`src/rtl/piso_tx_scheduler.sv`:
```
// ============================================================================
// piso_tx_scheduler
// ----------------------------------------------------------------------------
// Shares one external `piso #(.N(W))` serializer between R word sources.
// A round-robin arbiter picks one pending request while idle and latches its
// word. The word is then loaded into the serializer for one cycle. The block
// counts the W shift cycles of the frame and can insert GAP idle cycles before
// it looks at requests again. Framing strobes tell downstream logic when the
// serializer's `serial_out` carries a valid bit.
//
// Frame timeline for one grant:
//   IDLE (grant at edge) -> LOAD (1 cycle) -> SHIFT (W cycles) -> GAP (GAP cycles)
//
// Ports
//   clk        : single clock, rising edge
//   reset      : synchronous, active-high; clears the FSM and all outputs
//   req        : per-requester request, held with stable data until its ack
//   req_data   : word of requester i at [i*W +: W]
//   ack        : one-hot, one-cycle pulse during LOAD for the granted source
//   piso_load  : serializer load strobe (high during LOAD)
//   piso_data  : serializer parallel input, always the latched word
//   tx_active  : serial_out carries a valid frame bit this cycle
//   tx_first   : current serial bit is bit 0 (LSB) of the frame
//   tx_src     : index of the frame being loaded or shifted
//   busy       : FSM is not idle
// ============================================================================
module piso_tx_scheduler #(
   parameter int W   = 8,
   parameter int R   = 4,
   parameter int GAP = 1
) (
   input  logic                 clk,
   input  logic                 reset,
   input  logic [R-1:0]         req,
   input  logic [R*W-1:0]       req_data,
   output logic [R-1:0]         ack,
   output logic                 piso_load,
   output logic [W-1:0]         piso_data,
   output logic                 tx_active,
   output logic                 tx_first,
   output logic [$clog2(R)-1:0] tx_src,
   output logic                 busy
);

   localparam int SRC_W = $clog2(R);
   localparam int CNT_W = $clog2(W);
   localparam int GAP_W = 4;

   localparam logic [CNT_W-1:0] CNT_LAST = CNT_W'(W - 1);
   localparam logic [GAP_W-1:0] GAP_LAST = GAP_W'((GAP > 0) ? GAP - 1 : 0);

   // -------------------------------------------------------------------------
   // Elaboration-time parameter checks
   // -------------------------------------------------------------------------
   if (W < 2) begin : g_bad_w
      $error("piso_tx_scheduler: W must be at least 2");
   end
   if (R < 2) begin : g_bad_r
      $error("piso_tx_scheduler: R must be at least 2");
   end
   if (GAP < 0 || GAP > 15) begin : g_bad_gap
      $error("piso_tx_scheduler: GAP must be in 0..15");
   end

   typedef enum logic [1:0] {
      S_IDLE  = 2'd0,
      S_LOAD  = 2'd1,
      S_SHIFT = 2'd2,
      S_GAP   = 2'd3
   } state_e;

   // Control state
   state_e             state_q, state_d;
   logic [SRC_W-1:0]   ptr_q,   ptr_d;
   logic [SRC_W-1:0]   src_q,   src_d;
   logic [W-1:0]       hold_q,  hold_d;
   logic [CNT_W-1:0]   cnt_q,   cnt_d;
   logic [GAP_W-1:0]   gap_q,   gap_d;

   // Registered strobes, computed from the next state so they line up with it
   logic [R-1:0]       ack_q,    ack_d;
   logic               load_q,   load_d;
   logic               active_q, active_d;
   logic               first_q,  first_d;
   logic               busy_q,   busy_d;

   // Arbiter result
   logic               grant_valid;
   logic [SRC_W-1:0]   grant_idx;

   // -------------------------------------------------------------------------
   // Round-robin pick: first set request at or above ptr, wrapping mod R.
   // The !grant_valid guard keeps the earliest hit in search order.
   // -------------------------------------------------------------------------
   always_comb begin
      // NOTE: every combinational output gets a default before any branch,
      // so no path leaves a signal unassigned and no latch is inferred.
      grant_valid = 1'b0;
      grant_idx   = '0;
      for (int i = 0; i < R; i++) begin
         if (!grant_valid && req[(int'(ptr_q) + i) % R]) begin
            grant_valid = 1'b1;
            grant_idx   = SRC_W'((int'(ptr_q) + i) % R);
         end
      end
   end

   // -------------------------------------------------------------------------
   // Next-state logic
   // -------------------------------------------------------------------------
   always_comb begin
      state_d = state_q;
      ptr_d   = ptr_q;
      src_d   = src_q;
      hold_d  = hold_q;
      cnt_d   = cnt_q;
      gap_d   = gap_q;

      case (state_q)
         S_IDLE: begin
            // Requests are sampled only here; the word is latched so that a
            // requester changing its data after ack cannot corrupt the frame.
            if (grant_valid) begin
               src_d   = grant_idx;
               hold_d  = req_data[int'(grant_idx)*W +: W];
               ptr_d   = SRC_W'((int'(grant_idx) + 1) % R);
               state_d = S_LOAD;
            end
         end

         S_LOAD: begin
            cnt_d   = '0;
            state_d = S_SHIFT;
         end

         S_SHIFT: begin
            if (cnt_q == CNT_LAST) begin
               gap_d   = '0;
               state_d = (GAP > 0) ? S_GAP : S_IDLE;
            end else begin
               cnt_d = cnt_q + 1'b1;
            end
         end

         S_GAP: begin
            if (gap_q == GAP_LAST) begin
               state_d = S_IDLE;
            end else begin
               gap_d = gap_q + 1'b1;
            end
         end

         default: begin
            state_d = S_IDLE;
         end
      endcase
   end

   // -------------------------------------------------------------------------
   // Output strobes for the cycle after the edge. Because they are derived
   // from state_d, the registered copies are valid in the same cycle the FSM
   // enters the matching state.
   // -------------------------------------------------------------------------
   always_comb begin
      ack_d    = '0;
      load_d   = (state_d == S_LOAD);
      active_d = (state_d == S_SHIFT);
      // Entering SHIFT from LOAD is the only time cnt_d is zero in SHIFT.
      first_d  = (state_d == S_SHIFT) && (cnt_d == '0);
      busy_d   = (state_d != S_IDLE);
      if (state_d == S_LOAD) begin
         ack_d[src_d] = 1'b1;
      end
   end

   // -------------------------------------------------------------------------
   // State registers
   // -------------------------------------------------------------------------
   always_ff @(posedge clk) begin
      // NOTE: sequential state uses non-blocking assignments only, so every
      // flop samples pre-edge values regardless of evaluation order.
      if (reset) begin
         // NOTE: the latched word is reset as well, because piso_data mirrors
         // it and every output must read zero coming out of reset.
         state_q  <= S_IDLE;
         ptr_q    <= '0;
         src_q    <= '0;
         hold_q   <= '0;
         cnt_q    <= '0;
         gap_q    <= '0;
         ack_q    <= '0;
         load_q   <= 1'b0;
         active_q <= 1'b0;
         first_q  <= 1'b0;
         busy_q   <= 1'b0;
      end else begin
         state_q  <= state_d;
         ptr_q    <= ptr_d;
         src_q    <= src_d;
         hold_q   <= hold_d;
         cnt_q    <= cnt_d;
         gap_q    <= gap_d;
         ack_q    <= ack_d;
         load_q   <= load_d;
         active_q <= active_d;
         first_q  <= first_d;
         busy_q   <= busy_d;
      end
   end

   // -------------------------------------------------------------------------
   // Outputs
   // -------------------------------------------------------------------------
   assign ack       = ack_q;
   assign piso_load = load_q;
   assign piso_data = hold_q;
   assign tx_active = active_q;
   assign tx_first  = first_q;
   assign tx_src    = src_q;
   assign busy      = busy_q;

endmodule

```
`config.mk`:
```
export PLATFORM = sky130hd
export DESIGN_NAME = piso_tx_scheduler
export DESIGN_NICKNAME = d
export VERILOG_FILES = /design/src/rtl/piso_tx_scheduler.sv
export SDC_FILE = /design/constraint.sdc
export NUM_CORES = 1
export LEC_CHECK = 0
export BUFFER_PORTS_ARGS = -buffer_cell sky130_fd_sc_hd__buf_2
export CAP_MARGIN = 20
export CORE_ASPECT_RATIO = 0.7
export CORE_UTILIZATION = 44
export DETAILED_ROUTE_END_ITERATION = 10
export MAX_ROUTING_LAYER = met4
export PLACE_DENSITY = 0.75
export SLEW_MARGIN = 10
export SYNTH_ARGS = -nofsm -noshare
export SYNTH_HDL_FRONTEND = slang
export SYNTH_SLANG_ARGS = --single-unit
```
`constraint.sdc`:
```
create_clock -name clk -period 1.6 [get_ports clk]
set_input_delay 0 -clock clk [delete_from_list [all_inputs] [get_ports clk]]
set_output_delay 0 -clock clk [all_outputs]
set_load 0.1 [all_outputs]
```
Word-level counts from Yosys, hierarchy flattened
Index checks and enable logic that the tools add are counted.

storage, ports and cells
  input port bits = 38
  word-level logic and storage cells = 87
  flip-flop bits (word level) = 29
  output and inout bits = 18

cells by class
  bitwise operators = 4
  $add $sub $neg = 6
  multiplexer cells = 32
  equal/unequal tests = 8
  shift-type cells = 1
  magnitude comparators = 6
  reductions and logical operators = 19

operator list
  operator             number
  $shiftx 32x6->8      1
  $mux 2               9
  $lt 3x4->1 const B   3
  $mux 1               12
  $bmux 1 s2           4
  $mux 4               2
  $pmux 2 s4           1
  $pmux 4 s2           1
  $reduce_or 2->1      4
  $eq 2x2->1 const B   3
  $lt 2x3->1 const B   2
  $pmux 3 s2           1
  $logic_and 1x1->1    5
  $add 2x1->2 const B  2
  $add 2x2->2 const B  2
  $add 4x1->4 const B  1
  $eq 2x1->1 const B   2
  $logic_not 4->1      1
  $ne 2x2->1 const B   2
  $reduce_bool 2->1    2
  $add 3x1->3 const B  1
  $and 1x1->1 const A  3
  $eq 3x3->1 const B   1
  $logic_not 1->1      3
  other kinds (8)      8

Depth between registers and ports, before layout
Gate-level depths: netlist of the first run.

  depth in word-level cells = 20
  mapped depth = 7
  gate-level depth less buffers = 7

Worst setup path before layout of the first run
No wires, ideal clock.

  path type = register -> register
  from = register src_q[0] (netlist: tx_src[0])
  to = register ack_q[1] (netlist: ack[1])
  period minus slack after synthesis = 1.704 ns
  cell stages (with the launch flop) = 5
  setup slack = -0.104 ns
  setup time = 0.067 ns
  required time = 1.533 ns
  data arrival time = 1.637 ns
  path buffers = 0
  path through = dfxtp_1 -> and2_1 -> a41oi_2 -> nor4_1 -> nor2b_1

on the way
  cells in the longest elaborated chain, start to end = 6

ends and longest elaborated chain
  element                                                                line  source
  start, declared                                                        75    logic [SRC_W-1:0] src_q, src_d;
  start signal, assigned                                                 199   src_q <= src_d;
  $mux 2                                                                 123   if (grant_valid) begin
  $mux 2 *                                                               119   case (state_q)
  $lt 2x3->1 (not written as such) / $ge 2x1->1 (equally long branches)  172   ack_d[src_d] = 1'b1;
  $logic_and 1x1->1 (not written as such)                                172
  $mux 1 (not written as such)                                           172
  $demux 1 s2 *                                                          172
  end signal, assigned                                                   203   ack_q <= ack_d;
  end, declared                                                          81    logic [R-1:0] ack_q, ack_d;

Every way passes the cells marked *; elsewhere a longest branch is shown, timed or not.
A chain may end at the register's enable or synchronous reset.

Worst setup path after layout of the first run
  from = register state_q[1]
  to = register ack_q[2] (netlist: ack[2])

on the way
  cells in the longest elaborated chain, start to end = 6

ends and longest elaborated chain
  element                                                                line  source
  start, declared                                                        73    state_e state_q, state_d;
  start signal, assigned                                                 197   state_q <= state_d;
  $logic_not 2->1                                                        119
  $mux 2                                                                 119
  $lt 2x3->1 (not written as such) / $ge 2x1->1 (equally long branches)  172
  $logic_and 1x1->1 (not written as such)                                172
  $mux 1 (not written as such)                                           172
  $demux 1 s2                                                            172

Several ways; a longest one is shown, not always the timed one.

==> run_results.csv, run 1 <==
group,metric,value,unit
run_status,status,"finished with violations",
run_status,violations,"negative setup slack",
grt,grt_pass1_wl,6658,um
detailed_routing,drcViolationCount,0,
timing,worst_pin_slew,503.0,ps
synth,syn_inst,167,
detailed_routing,drtIter0Drc,67,
setup_path,cp-startpoint,"state_q[1]",
final_layout,seqCellArea,590.6,sq um
final_layout,layout.nets,298,
timing,fin_crit_sh,104.0,%
timing,setup_ws,-63.99,ps
cts,cts_tree,"done",
setup_path,required,1780,ps
setup_path,max_stage_delay,360,ps
timing,rsz0062_at_grt,"yes",
flow_run,maxCapViolCount,0,
power,ir_drop,0.0009338,V
cts,cts_buffer_depth,2,
floorplan,rows,17,
setup_path,cp-end-kind,"flop",
final_layout,utilization,73.26,%
final_layout,drive_gt1_share,50.59,%
synth,syn_area,1568,sq um
final_layout,multi_input_area,1097,sq um
synth,synth-warning-count,0,
timing,fin_skew,8.853,ps
setup_path,crit_buf_inv,2,
floorplan,die_h,51.94,um
final_layout,num_antenna_cells,0,
place,hpwl,3148,um
cts,clock_latency,280,ps
floorplan,die_w,73.35,um
place,place.port_buffers,55,
setup_path,worstPathArrival,1840,ps
timing,final_max_slew_viol_count,0,
timing,finalHoldViolCount,0,
setup_path,start_kind,"flop",
floorplan,pin_count,56,
detailed_routing,dr.pass1.iters,4,
detailed_routing,viasPerCell,5.237,
detailed_routing,wl_per_cell,15.39,um
detailed_routing,ant_nets,0,
final_layout,syn_to_final_growth,53.07,%
grt,grt_pass1_vias,1380,
floorplan,die_area,3810,sq um
cts,cts_hold_buf,0,
min_path,hp-start,"req_data[30]",
floorplan,core-area,3276,sq um
detailed_routing,vias,1571,
synth,synth_fp_nets,213,
grt,grt.overflow.total,0,
final_layout,n_fill_cell,235,
place,place.gp.congestion,0.8463,
cts,numCtsBuffers,5,
grt,grt_antenna_before_repair,0,
setup_path,cp_top_family,"compound AO/OA/AOI/OAI gates",
synth,synth.distinct_cells,41,
synth,ys_seq_elements,29,
setup_path,timing.rr.start,"state_q[1]",
cts,clk_transition_reported_paths,70,ps
grt,grt.total_usage,24.11,%
power,cellPowerDensity,1267,nW/um^2
setup_path,crit_chain,"buf_4 -> ha_4 -> nor2_2 -> o21ai_2 -> a221oi_4 -> buf_6 -> nor4b_4 -> and2_1",
setup_path,critical_path_class,"reg2reg",
timing,maxSlewHeadroom,66.70,%
setup_path,path_max_fanout,5,
min_path,hp-class,"in2reg",
synth,avgSynthCellArea,9.388,sq um
timing,fin_crit,1664,ps
floorplan,initial_utilization,47.86,%
timing,fmax,601.0,MHz
cts,cts-root-buf,"clkbuf_8",
detailed_routing,wirelength,4616,um
timing,finalSetupViolations,9,
cts,htree_levels,2,
cts,cts.sinks,29,
grt,grt_max_degree,18,
power,power.leakage,1.128,nW
setup_path,cp_slowest_cell,"dfxtp_4",
timing,setup_tns,-363.5,ps
synth,synth-seq-area-share,37.03,%
## metal layers
metal | global-route usage, % | share of wire, % | wire, um | vias to the layer above
met5 | - | 0 | 0 | -
met2 | 34.57 | 47 | 2172 | 43
met4 | 7.051 | 0 | 0 | 0
met1 | 33.53 | 48 | 2194 | 751
li1 | - | - | - | 777
met3 | 5.814 | 5.4 | 249 | 0
## cell usage in the layout (no fill, tap or decap), drive strengths merged, types with 6 or more instances in the layout
master and n:
buf 84, o221ai 8, mux2i 17, nor2b 8
nor2 18, nand3b 10, dfxtp 29, nand2 13
ha 8, clkbuf 6
## repair_timing
action / in CTS / in global routing
setup endpoints to repair: 10 / 20
gates cloned: 0 / 0
pin swaps: 3 / 11
buffers inserted: 1 / 3
gates resized for setup: 13 / 25
hold endpoints to repair: 0 / 0
## Yosys cell counts
master	count	area share, %
clkbuf_1	4	0.96
buf_2	1	0.32
nand2_1	13	3.1
and2_1	4	1.6
o221ai_1	8	4.5
nand2b_1	2	0.80
o41ai_1	1	0.56
nor4_1	1	0.40
ha_1	8	6.4
a21boi_0	1	0.48
nor2b_1	8	3.2
xor2_1	1	0.56
o32ai_1	1	0.56
o21ai_0	3	0.96
nor3_1	2	0.64
and2_4	1	0.56
a41oi_2	1	1.0
mux2_2	1	0.72
a211oi_1	1	0.48
o21ai_1	1	0.32
o21a_1	1	0.48
o211a_1	1	0.64
mux2i_1	17	11
nor3b_1	1	0.48
a221oi_4	1	1.7
inv_1	5	1.2
nand3b_1	10	4.8
a31oi_1	1	0.40
dfxtp_1	29	37
nand3_1	1	0.32
nor3b_2	1	0.80
or4_4	1	0.72
a21oi_1	5	1.6
a22oi_1	3	1.4
nor2_1	18	4.3
nor4b_2	1	0.96
buf_4	1	0.48
a22o_1	1	0.56
o21bai_1	3	1.4
o32a_1	1	0.64
xnor2_1	2	1.1
## worst min-delay path, cell delays in order
cell,delay [ps]
buf_2,70
mux2i_1,50
o221ai_1,150
## cell type report
type	instances	share of cell area (%)
Clock buffer	6	3.441
Clock inverter	2	1.564
Inverter	5	0.9906
Multi-Input combinational cell	127	45.72
Sequential cell	29	24.61
Tap cell	47	2.450
Timing Repair Buffer	84	21.22
## state kept, by name, summed over array words and instances (netlist names)
signal and cells:
ack 4, busy 1, cnt_q 3, gap_q 4, piso_data 8, piso_load 1
ptr_q 2, state_q 2, tx_active 1, tx_first 1, tx_src 2
## cells by family (layout without fill, tap and decap cells)
logic type	after synthesis	count (layout)	share of synthesized area (%)
AND/OR/NAND/NOR	64	64	22.66
AO/OA/AOI/OAI	34	34	17.72
flip-flops	29	29	37.03
multiplexers	18	18	11.57
buffers and inverters	11	97	2.953
adder cells (fa/ha/maj)	8	8	6.385
XOR/XNOR	3	3	1.676
## power breakdown
| part | internal [mW] | switching (mW) |
|---|---|---|
| Clock | 0.506 | 0.299 |
| Sequential | 0.816 | 0.0526 |
| Combinational | 0.428 | 0.939 |
## metrics by stage
step | worst slack [ps] | instances | power (mW) | instance area [sq um] | hold WS (ps)
2_1_floorplan | 8.935 | 167 | 1.807 | 1582 | 76.75
3_3_place_gp | -71.58 | 288 | 2.093 | 2096 | 302.0
6_report | -63.99 | 300 | 3.041 | 2400 | 25.79
3_5_place_dp | -78.04 | 288 | 2.107 | 2096 | 307.2
5_1_grt | -133.2 | 300 | 3.164 | 2400 | 33.31
4_1_cts | -25.26 | 297 | 2.941 | 2270 | 16.54
## worst paths after layout
check | to | slack [ps] | cells past startpoint
setup / recovery | ack[2] | -60 | 8
hold reg to reg | ptr_q[0] | 500 | 2
setup reg to reg | ack[2] | -60 | 8
hold / removal | piso_data[6] | 30 | 3
Note: power is estimated with default switching activity, not from simulation.
==> run 2, diff against run 1 <==
--- a/config.mk
+++ b/config.mk
@@ -12,6 +12,7 @@
 export DETAILED_ROUTE_END_ITERATION = 10
 export MAX_ROUTING_LAYER = met4
 export PLACE_DENSITY = 0.75
+export SKIP_CTS_REPAIR_TIMING = 1
 export SLEW_MARGIN = 10
 export SYNTH_ARGS = -nofsm -noshare
 export SYNTH_HDL_FRONTEND = slang
==> run_results.csv, run 2 (synthesized netlist as in run 1, its figures left out) <==
group,metric,value,unit
run_status,status,"finished with violations",
run_status,violations,"negative setup slack",
timing,setup_tns,-156.4,ps
final_layout,design_area,2346,sq um
power,power.leakage,1.094,nW
timing,maxSlewHeadroom,66.50,%
grt,grt_pass1_wl,6499,um
cts,numCtsBuffers,5,
setup_path,max_stage_delay,350,ps
grt,grt.total_usage,23.46,%
timing,worst_pin_slew,506.0,ps
floorplan,rows,17,
timing,fin_crit,1639,ps
grt,grt_pass1_vias,1348,
place,place.gp.congestion,0.8463,
min_path,hp-class,"in2reg",
power,p_total,3.013,mW
detailed_routing,vias,1585,
setup_path,required,1830,ps
setup_path,r2r_cells,7,
place,placed_area,2096,sq um
cts,htree_levels,2,
power,cellPowerDensity,1284,nW/um^2
power,ir_drop,0.0009481,V
timing,fin_skew,4.518,ps
setup_path,cp_slowest_cell,"dfxtp_2",
place,place.port_buffers,55,
floorplan,die_h,51.94,um
timing,rsz0062_at_grt,"yes",
final_layout,syn_to_final_growth,49.64,%
final_layout,final_common_cell,"buf_2",
floorplan,initial_utilization,47.86,%
flow_run,maxCapViolCount,0,
cts,cts_buffer_depth,2,
final_layout,largest_reg_flops,8,
floorplan,core-area,3276,sq um
timing,finalSetupViolations,6,
grt,grt.overflow.total,0,
cts,cts-root-buf,"clkbuf_8",
final_layout,layout.nets,296,
setup_path,crit_chain,"inv_2 -> ha_2 -> nand2b_1 -> o32a_1 -> a21oi_2 -> and2_4 -> o211a_1",
detailed_routing,wl_per_cell,15.02,um
floorplan,die_area,3810,sq um
cts,cts.sinks,29,
setup_path,path_depth,7,
setup_path,crit_buf_inv,1,
timing,setup_ws,-39.17,ps
grt,grt_max_degree,18,
detailed_routing,dr.pass1.iters,4,
grt,grt_antenna_before_repair,0,
cts,cts_tree,"done",
detailed_routing,wirelength,4475,um
timing,fin_crit_sh,102.4,%
cts,clk_transition_reported_paths,70,ps
detailed_routing,drcViolationCount,0,
place,hpwl,3148,um
detailed_routing,viasPerCell,5.319,
setup_path,start_kind,"flop",
floorplan,pin_count,56,
min_path,hold_depth,3,
final_layout,final_cell_mix,"buf_2, buf_4, dfxtp_1",
setup_path,cp_top_family,"compound AO/OA/AOI/OAI gates",
timing,fmax,610.1,MHz
cts,clock_latency,280,ps
timing,finalHoldViolCount,0,
timing,final_max_slew_viol_count,0,
floorplan,die_w,73.35,um
final_layout,drive_gt1_share,49.80,%
setup_path,worstPathArrival,1870,ps
final_layout,num_antenna_cells,0,
setup_path,path_max_fanout,4,
setup_path,critical_path_class,"reg2reg",
detailed_routing,ant_nets,0,
detailed_routing,drtIter0Drc,57,
setup_path,cp-end-kind,"flop",
==> run 2: cell types whose count changed in the layout (fill, tap and decap cells not counted), moves of 2 or more <==
cell / previous run / this run
buf_4: 27 / 25
inv_2: 3 / 5
inv_4: 2 / 0
nand2b_4: 2 / 0
==> run 2: cell type report <==
class | count | area (sq um)
clock buffers | 6 | 82.58
clock inverters | 2 | 37.54
fillers | 247 | 929.6
inverters | 5 | 18.77
multi-input cells | 127 | 1064
flip-flops and latches | 29 | 590.6
well taps | 47 | 58.81
repair buffers | 82 | 494.2
==> run 2: path summary, 6_finish.rpt <==
| path | from | end | slack [ps] |
|---|---|---|---|
| worst max-delay path | state_q[0] | tx_first | -40 |
| worst min-delay path | req_data[30] | piso_data[6] | 20 |
| worst max register to register | state_q[0] | tx_first | -40 |
| worst min register to register | ptr_q[0] | ptr_q[0] | 490 |
==> run 2: worst reg2reg max path, delay by kind of cell (launching register included) <==
| family | cells | cell delay [ps] |
|---|---|---|
| and+or+nand+nor | 2 | 300 |
| AOI/OAI and AO/OA | 3 | 650 |
| adders and majority gates | 1 | 210 |
| DFF | 1 | 350 |
| buffers and inverters | 1 | 70 |
==> run 2: report_power, final <==
| group | internal (mW) | switching [mW] |
|---|---|---|
| Combinational | 0.416 | 0.925 |
| Sequential | 0.816 | 0.0513 |
| Clock | 0.506 | 0.299 |
==> run 2: metrics by stage <==
| stage | hold slack [ps] | utilization [%] | setup WS (ps) | cells |
|---|---|---|---|---|
| 2_1_floorplan | 76.75 | - | 8.935 | 167 |
| 3_3_place_gp | 302.0 | 63.98 | -71.58 | 288 |
| 3_5_place_dp | 307.2 | 63.98 | -78.04 | 288 |
| 4_1_cts | 14.51 | 67.65 | -92.17 | 296 |
| 5_1_grt | 26.64 | 71.62 | -118.9 | 298 |
| 6_report | 22.32 | 71.62 | -39.17 | 298 |
==> run 2: layer usage <==
layer | GRT usage, % | part of all wire (%) | vias to the layer above | wire [um]
met1 | 33.06 | 50 | 755 | 2226
li1 | - | - | 774 | -
met3 | 5.814 | 4.1 | 11 | 185
met4 | 6.090 | 1.4 | 0 | 61
met5 | - | 0 | - | 0
met2 | 33.33 | 45 | 45 | 2001
==> run 3, diff against run 2 <==
--- a/config.mk
+++ b/config.mk
@@ -5,13 +5,14 @@
 export SDC_FILE = /design/constraint.sdc
 export NUM_CORES = 1
 export LEC_CHECK = 0
+export ABC_AREA = 1
 export BUFFER_PORTS_ARGS = -buffer_cell sky130_fd_sc_hd__buf_2
 export CAP_MARGIN = 20
 export CORE_ASPECT_RATIO = 0.7
-export CORE_UTILIZATION = 44
+export CORE_UTILIZATION = 47
 export DETAILED_ROUTE_END_ITERATION = 10
 export MAX_ROUTING_LAYER = met4
-export PLACE_DENSITY = 0.75
+export PLACE_DENSITY = 0.72
 export SKIP_CTS_REPAIR_TIMING = 1
 export SLEW_MARGIN = 10
 export SYNTH_ARGS = -nofsm -noshare
==> run_results.csv, run 3 <==
group,metric,value,unit
run_status,status,"finished with violations",
run_status,violations,"negative setup slack",
grt,grt_pass1_wl,7769,um
setup_path,cp-startpoint,"ptr_q[0]",
final_layout,syn_to_final_growth,43.19,%
detailed_routing,drtIter0Drc,115,
cts,clk_transition_reported_paths,60,ps
final_layout,n_fill_cell,321,
place,place.gp.congestion,0.8545,
detailed_routing,vias,2116,
synth,yosys-top-cells-area,"dfxtp_1, nand2_1, nor2_1, inv_1, ha_1",
synth,synth_top_area_cell,"dfxtp_1",
timing,fin_crit_sh,112.3,%
synth,synth_fp_nets,353,
setup_path,start_kind,"flop",
timing,maxSlewHeadroom,67.47,%
synth,ys_seq_elements,29,
grt,grt.overflow.total,0,
timing,fin_crit,1796,ps
synth,synth.distinct_cells,29,
cts,clock_latency,280,ps
detailed_routing,dr.pass1.iters,4,
grt,grt_antenna_before_repair,0,
detailed_routing,wl_per_cell,11.38,um
power,cellPowerDensity,2221,nW/um^2
final_layout,drive_gt1_share,43.43,%
setup_path,rr_endpoint,"tx_first",
final_layout,final_cell_mix,"nand2_1, buf_2, nor2_1",
synth,synth_top_area_share,30.09,%
setup_path,path_max_fanout,5,
synth,synth-seq-area-share,30.09,%
floorplan,core-area,3923,sq um
flow_run,maxCapViolCount,0,
detailed_routing,viasPerCell,4.723,
setup_path,max_stage_delay,370,ps
floorplan,die_area,4369,sq um
setup_path,cp-end-kind,"flop",
floorplan,die_w,78.58,um
timing,finalHoldViolCount,0,
setup_path,crit_chain,"buf_6 -> nand2_4 -> nand2_4 -> nand2_2 -> nand2_2 -> nor2_4 -> nand3_4 -> buf_12 -> o21ai_4 -> nand2_2 -> inv_2 -> nand2_4 -> nor2_2",
setup_path,timing.rr.start,"ptr_q[0]",
timing,finalSetupViolations,21,
floorplan,initial_utilization,49.19,%
setup_path,r2r_cells,13,
cts,cts_buffer_depth,2,
timing,setup_ws,-196.0,ps
final_layout,final_common_cell,"nand2_1",
synth,async_flop_share,0,%
floorplan,pin_count,56,
final_layout,seqCellArea,589.3,sq um
synth,syn_inst,307,
synth,avgSynthCellArea,6.285,sq um
power,power.leakage,1.538,nW
floorplan,die_h,55.61,um
final_layout,layout.nets,441,
setup_path,critical_path_class,"reg2reg",
cts,cts_tree,"done",
floorplan,rows,19,
timing,fin_skew,3.740,ps
grt,grt_max_degree,19,
cts,htree_levels,2,
place,hpwl,3514,um
setup_path,worstPathArrival,2020,ps
final_layout,utilization,70.43,%
detailed_routing,drcViolationCount,0,
setup_path,worstSetupEndpoint,"tx_first",
final_layout,num_antenna_cells,0,
synth,synth_enable_flop_cells,0,
power,ir_drop,0.001790,V
setup_path,required,1820,ps
detailed_routing,ant_nets,0,
cts,numCtsBuffers,5,
setup_path,regToRegSetupSlack,-200,ps
cts,cts-root-buf,"clkbuf_8",
final_layout,multi_input_area,1304,sq um
place,place.port_buffers,55,
detailed_routing,wirelength,5100,um
synth,synth-warning-count,0,
timing,rsz0062_at_grt,"yes",
synth,yosysMostFrequentCell,"nand2_1",
timing,fmax,556.8,MHz
final_layout,largest_reg_flops,8,
synth,syn_area,1929,sq um
min_path,hp-start,"req_data[13]",
synth,synthTopCellsByCount,"nand2_1, nor2_1, inv_1",
timing,worst_pin_slew,491.3,ps
cts,cts.sinks,29,
min_path,hp-class,"in2reg",
grt,grt.total_usage,23.01,%
setup_path,cp_slowest_cell,"dfxtp_4",
synth,synth_top_flop_cell,"dfxtp_1",
place,dp_slack,-175.9,ps
grt,grt_pass1_vias,1870,
timing,final_max_slew_viol_count,0,
run 3: cell types whose count changed after synthesis, moves of 5 or more:
cell,before,now
inv_1,5,40
inv_2,0,5
mux2i_1,17,0
nand2_1,13,99
nand2_2,0,13
nand3_1,1,14
nand3b_1,10,0
nand4_1,0,8
nor2_1,18,48
nor2b_1,8,0
o21ai_0,3,11
o221ai_1,8,0
run 3: cell families (layout without fill, tap and decap cells):
| kind of cell | Yosys count | in the layout | synth area share, % |
|---|---|---|---|
| compound gates | 18 | 18 | 5.578 |
| fa+ha+maj | 8 | 8 | 5.188 |
| simple gates | 198 | 200 | 46.63 |
| flops | 29 | 29 | 30.09 |
| buf+inv | 53 | 140 | 12.06 |
| xor+xnor | 1 | 1 | 0.4540 |
run 3: area by class of cell:
cell class,count,share of cell area (%)
clock inverters,2,0.3623
well taps,52,2.355
multi-input cells,227,47.19
inverters,47,7.156
flip-flops and latches,29,21.33
clock buffers,6,2.627
repair buffers,85,18.98
run 3: worst min-delay path by stage:
stage	cells past startpoint	slack, ps	endpoint
after global routing	5	60	piso_data[4]
after CTS	5	30	piso_data[5]
after global placement	5	320	piso_data[0]
final	5	40	piso_data[5]
after detailed placement	5	320	piso_data[5]
after floorplan	4	220	piso_data[0]
run 3: worst max-delay path, delay by kind of cell, from the launching register on:
family	cells	cell delay [ps]
compound gates	1	180
buf+inv	3	400
flops	1	370
simple gates	9	770
run 3: layer usage:
metal / share of wire, % / global-route usage [%] / up-vias
met5: 0 / - / -
met4: 2.0 / 4.762 / 0
met3: 5.2 / 3.934 / 13
met2: 45 / 36.40 / 80
met1: 48 / 30.97 / 907
li1: - / - / 1116
run 3: per-stage QoR:
step | setup TNS (ps) | hold slack, ps | cells | instance area, sq um | power (mW)
2_1_floorplan | 0 | 217.6 | 307 | 1942 | 4.188
3_3_place_gp | -1706 | 319.9 | 435 | 2445 | 4.958
3_5_place_dp | -2570 | 317.2 | 435 | 2445 | 5.001
4_1_cts | -3207 | 30.19 | 443 | 2527 | 5.574
5_1_grt | -4908 | 56.16 | 448 | 2763 | 6.543
6_report | -2660 | 35.50 | 448 | 2763 | 6.137
run 3: power by group:
| part | internal (mW) | switching (mW) |
|---|---|---|
| Clock | 0.300 | 0.264 |
| Sequential | 0.952 | 0.152 |
| Combinational | 1.28 | 3.19 |
| Total | 2.53 | 3.60 |
